==> src/rtl/mfp_ahb_gpio_ext.sv <==
// AHB-Lite GPIO: synchronised inputs, set/clear/toggle outputs.
// Define MFP_GPIO_IRQ_EN to add per-pin edge interrupts at offsets 5-7.
module mfp_ahb_gpio_ext #(
  parameter int N_IN        = 16,
  parameter int N_OUT       = 16,
  parameter int SYNC_STAGES = 2
) (
  input  logic              HCLK,
  input  logic              HRESETn,
  input  logic [5:0]        HADDR,
  input  logic [1:0]        HTRANS,
  input  logic              HWRITE,
  input  logic              HSEL,
  input  logic [31:0]       HWDATA,
  output logic [31:0]       HRDATA,
  input  logic [N_IN-1:0]   gpio_in,
  output logic [N_OUT-1:0]  gpio_out,
  output logic              irq
);

  localparam logic [2:0] A_IN   = 3'd0;
  localparam logic [2:0] A_OUT  = 3'd1;
  localparam logic [2:0] A_SET  = 3'd2;
  localparam logic [2:0] A_CLR  = 3'd3;
  localparam logic [2:0] A_TGL  = 3'd4;
  localparam logic [2:0] A_EN   = 3'd5;
  localparam logic [2:0] A_RISE = 3'd6;
  localparam logic [2:0] A_PEND = 3'd7;

  logic [2:0]       addr_q;
  logic             hwrite_q;
  logic             hsel_q;
  logic [1:0]       htrans_q;
  logic [31:0]      rdata_q, rdata_d;
  logic [N_OUT-1:0] out_q, out_d;
  logic [N_IN-1:0]  sync_q [SYNC_STAGES];
  logic [N_IN-1:0]  sync_d [SYNC_STAGES];
  logic [N_IN-1:0]  in_sync;
  logic             wr_en;
  logic [N_OUT-1:0] wdat_out;
  logic [N_IN-1:0]  wdat_in;
  logic             unused_haddr;

  assign unused_haddr = ^{HADDR[5], HADDR[1:0]};

  assign wr_en    = hsel_q & hwrite_q & (htrans_q != 2'b00);
  assign wdat_out = HWDATA[N_OUT-1:0];
  assign wdat_in  = HWDATA[N_IN-1:0];
  assign in_sync  = sync_q[SYNC_STAGES-1];
  assign gpio_out = out_q;
  assign HRDATA   = rdata_q;

  always_ff @(posedge HCLK or negedge HRESETn) begin
    if (!HRESETn) begin
      addr_q   <= '0;
      hwrite_q <= 1'b0;
      hsel_q   <= 1'b0;
      htrans_q <= 2'b00;
      rdata_q  <= '0;
      out_q    <= '0;
      sync_q   <= '{default: '0};
    end else begin
      addr_q   <= HADDR[4:2];
      hwrite_q <= HWRITE;
      hsel_q   <= HSEL;
      htrans_q <= HTRANS;
      rdata_q  <= rdata_d;
      out_q    <= out_d;
      sync_q   <= sync_d;
    end
  end

  always_comb begin
    sync_d[0] = gpio_in;
    for (int k = 1; k < SYNC_STAGES; k++) begin
      sync_d[k] = sync_q[k-1];
    end
  end

  always_comb begin
    out_d = out_q;
    if (wr_en) begin
      case (addr_q)
        A_OUT:   out_d = wdat_out;
        A_SET:   out_d = out_q | wdat_out;
        A_CLR:   out_d = out_q & ~wdat_out;
        A_TGL:   out_d = out_q ^ wdat_out;
        default: out_d = out_q;
      endcase
    end
  end

`ifdef MFP_GPIO_IRQ_EN
  logic [N_IN-1:0] en_q, en_d;
  logic [N_IN-1:0] rise_q, rise_d;
  logic [N_IN-1:0] pend_q, pend_d;
  logic [N_IN-1:0] prev_q;
  logic [N_IN-1:0] event_w;
  logic [N_IN-1:0] w1c;

  always_ff @(posedge HCLK or negedge HRESETn) begin
    if (!HRESETn) begin
      en_q   <= '0;
      rise_q <= '0;
      pend_q <= '0;
      prev_q <= '0;
    end else begin
      en_q   <= en_d;
      rise_q <= rise_d;
      pend_q <= pend_d;
      prev_q <= in_sync;
    end
  end

  always_comb begin
    en_d   = en_q;
    rise_d = rise_q;
    w1c    = '0;
    if (wr_en) begin
      case (addr_q)
        A_EN:    en_d   = wdat_in;
        A_RISE:  rise_d = wdat_in;
        A_PEND:  w1c    = wdat_in;
        default: w1c    = '0;
      endcase
    end
    event_w = (rise_q & in_sync & ~prev_q)
            | (~rise_q & ~in_sync & prev_q);
    // a new event outranks a same-cycle clear
    pend_d  = (pend_q & ~w1c) | (event_w & en_q);
  end

  assign irq = |pend_q;
`else
  assign irq = 1'b0;
`endif

  always_comb begin
    rdata_d = '0;
    case (HADDR[4:2])
      A_IN:    rdata_d = 32'(in_sync);
      A_OUT:   rdata_d = 32'(out_q);
`ifdef MFP_GPIO_IRQ_EN
      A_EN:    rdata_d = 32'(en_q);
      A_RISE:  rdata_d = 32'(rise_q);
      A_PEND:  rdata_d = 32'(pend_q);
`endif
      default: rdata_d = '0;
    endcase
  end

endmodule

==> config.mk <==
export PLATFORM = sky130hd
export DESIGN_NAME = mfp_ahb_gpio_ext
export DESIGN_NICKNAME = d
export VERILOG_FILES = /design/src/rtl/mfp_ahb_gpio_ext.sv
export SDC_FILE = /design/constraint.sdc
export NUM_CORES = 1
export LEC_CHECK = 0
export ABC_AREA = 1
export CAP_MARGIN = 25
export CORE_AREA = 5 5 113 72
export CTS_BUF_LIST = sky130_fd_sc_hd__clkbuf_8
export DETAILED_ROUTE_END_ITERATION = 12
export DIE_AREA = 0 0 118 77
export GPL_TIMING_DRIVEN = 0
export PLACE_DENSITY_LB_ADDON = 0.15
export SLEW_MARGIN = 25
export SYNTH_ARGS = -nofsm -noshare
export SYNTH_HDL_FRONTEND = slang
export SYNTH_SLANG_ARGS = --single-unit
==> constraint.sdc <==
create_clock -name HCLK -period 2 [get_ports HCLK]
set_input_delay 0.4 -clock HCLK [delete_from_list [all_inputs] [get_ports HCLK]]
set_output_delay 0.4 -clock HCLK [all_outputs]
set_load 0.01 [all_outputs]
==> summary.txt <==
Detailed routing
  • Iteration-0 DRC Markers: 212
  • Via Count: 2826
  • DRT Wirelength: 8280 um
  • Wire per inst: 14.4 um
  • Via density: 4.92
  • Residual DRC count: 0
  • Pre-Repair DR Iteration Count: 5
  • Remaining antenna violation count: 0

STA
  • Setup violators final: 0
  • Worst slew pin tran: 536 ps
  • Min Clock Period, post-route: 1730 ps
  • Final period utilization: 86.3%
  • Hold Violations, Final: 0
  • Slew Viols, Final: 0
  • Achievable Freq: 579 MHz
  • Min setup slack post-route: 274 ps
  • Clk_skew: 9.04 ps
  • Hold_ws: 346 ps
  • Max-slew headroom: 64.2%
  • Final TNS setup: 0 ps
  • Unrepaired setup endpoints after global routing: false

Worst setup path
  • Worst Setup End Kind: primary output
  • Worst EP required: 1600 ps
  • CP arrival: 1330 ps
  • Delay of the slowest cell on the worst path: 560 ps
  • Crit path buf inv count: 1
  • Slowest cell on the critical path: clkdlybuf4s50_1
  • Worst R2R Path Depth: 7
  • Reg2reg end: gpio_out[8]
  • R2R Path Start: addr_q[2]
  • Crit-path cells: clkdlybuf4s50_1
  • Kind of critical path: register to primary output
  • Setup crit start kind: register
  • R2r setup slk: 440 ps
  • Worst path top cell family by delay: buffers and inverters
  • Worst-path maximum fanout: 4

Final layout
  • Layout cell share with drive strength beyond 1: 12.2%
  • P&R area growth vs syn: 31.9%
  • Antenna diodes: 0
  • NumNets Final: 570

Placed design
  • HPWL after DPL: 5910 um
  • Worst slack, placed: 183 ps
  • Placer Congestion: 0.884
  • Buffers on Ports: 72

Clock network
  • CTS Root Buffer Type: clkbuf_8
  • CTS tree: done
  • Clk pin slew, worst setup/hold paths: 80 ps
  • Clk_lat worst skew: 350 ps
  • CTS sink count: 71
  • Clock Path Buffers: 2
  • Post-CTS sizing: 0
  • Buffer count from post-CTS setup fixing: 0
  • Inserted Clock Buffers: 9
  • Hold buffers post-CTS: 1
  • H-Tree Depth: 3

Global routing
  • All-layer global routing usage: 18.3%
  • GRT overflow: 0
  • Initial antenna violation count: 0
  • Vias in the first global route: 2597
  • Met3 usage: 5.81%
  • Largest net degree at the start of global routing: 57
  • Global-route wire length before repair: 13100 um
  • Gr busiest metal: met2
  • GRT met1 Usage: 26.2%
  • Met2 track demand over resource: 27.1%

Synth
  • Post-synthesis sequential area ratio: 50.1%
  • Synth unique cells: 24
  • Post-Syn Instances: 377
  • Ys Warns: 0
  • FF+latch count, synth: 71
  • Cell Area, Synth: 3540 sq um
  • Syn Area/Cell: 9.40 sq um

Power and ir drop
  • Cell Pwr Density: 807 nW/um^2
  • Worst vdd ir: 0.000564 V
  • Cell leakage power: 2.40 nW

Floorplan
  • I/O pin total: 109
  • # rows: 24
  • Die height: 77 um
  • Starting Density: 50.4%
  • Die area: 9090 sq um
  • Die Wd: 118 um
  • Core box area: 7030 sq um

Hold path
  • Hold Path Depth: 0
  • WHS Endpoint: in_sync[15]
  • Hold Crit Class: register to register
  • Min-delay src: sync_d[15]

Outcome
  • Outcome: complete, no violations

Flow run
  • Max-cap violations: 0
cell type report:
cell class,instances,area (sq um)
fill,550,2350
sequential,71,1780
multi-input combinational,253,1460
timing repair buffer,74,756
buffer,35,239
inverter,34,130
clock buffer,9,124
tap,91,114
clock inverter,7,78.8
cells by family (layout without fill, tap and decap cells):
group / after synthesis / after routing / synth area share (%)
other cells: 1 / 17 / 0.106
simple gates: 186 / 186 / 24.9
fa+ha+maj: 32 / 32 / 11.3
buf+inv: 69 / 159 / 10.4
flops: 71 / 71 / 50.1
compound gates: 18 / 18 / 3.18
cell usage in the layout, fill, tap and decap left out, types with 9 or more instances in the layout:
master | synthesis | routed
conb_1 | 1 | 17
clkdlybuf4s50_1 | 0 | 71
buf_4 | 23 | 24
nand2_1 | 81 | 81
nand4_1 | 32 | 32
inv_1 | 33 | 33
ha_1 | 32 | 32
nand3_1 | 33 | 33
nor2_1 | 32 | 32
clkbuf_8 | 0 | 9
dfrtp_1 | 71 | 71
o21ai_0 | 16 | 16
sequential cells by signal (all words and copies together), names as in the netlist:
| signal | count |
|---|---|
| HRDATA | 16 |
| htrans_q | 2 |
| hwrite_q | 1 |
| gpio_out | 16 |
| hsel_q | 1 |
| sync_d | 16 |
| addr_q | 3 |
| in_sync | 16 |
how the worst max path moves through the flow:
stage                  from           end  cells past startpoint
2_1_floorplan     addr_q[1]  gpio_out[10]                      7
3_3_place_gp        HRESETn  gpio_out[10]                      1
3_5_place_dp       HADDR[3]    HRDATA[10]                      5
4_1_cts         gpio_out[5]   gpio_out[5]                      1
5_1_grt        gpio_out[15]  gpio_out[15]                      1
6_report        gpio_out[9]   gpio_out[9]                      1
synthesized netlist by cell type:
cell type	n	area, sq um
nand2_1	81	304
dfrtp_1	71	1780
inv_1	33	124
nand3_1	33	165
ha_1	32	400
nand4_1	32	200
nor2_1	32	120
buf_4	23	173
o21ai_0	16	80.1
buf_2	5	25.0
clkbuf_1	5	18.8
buf_6	2	22.5
a21oi_4	1	16.3
conb_1	1	3.75
inv_4	1	6.26
nand2_2	1	6.26
nand2_4	1	11.3
nand3_2	1	10.0
nand3b_4	1	20.0
nand4_4	1	21.3
nor2_2	1	6.26
nor2_4	1	11.3
o21ai_4	1	16.3
or2_2	1	6.26
report_power, final:
group          leakage, nW  switching [W]  internal, W
clock network        0.104       0.000574     0.000588
registers            0.866       0.000115      0.00158
logic                 1.43       0.000479     0.000442
metrics by stage:
step,power (W),area (sq um),utilization (%),instances
global placement,0.00259,4440,63.2,556
CTS,0.00380,4680,66.6,574
finish,0.00378,4680,66.6,574
floorplan,0.00214,3600,-,393
global route,0.00399,4680,66.6,574
detailed placement,0.00263,4460,63.5,557
metal layers:
| metal | vias up | wire (um) |
|---|---|---|
| met4 | 0 | 68 |
| met1 | 1292 | 3700 |
| met3 | 10 | 765 |
| met2 | 129 | 3750 |
| met5 | - | 0 |
| li1 | 1395 | - |
(Power assumes the default switching activity.)
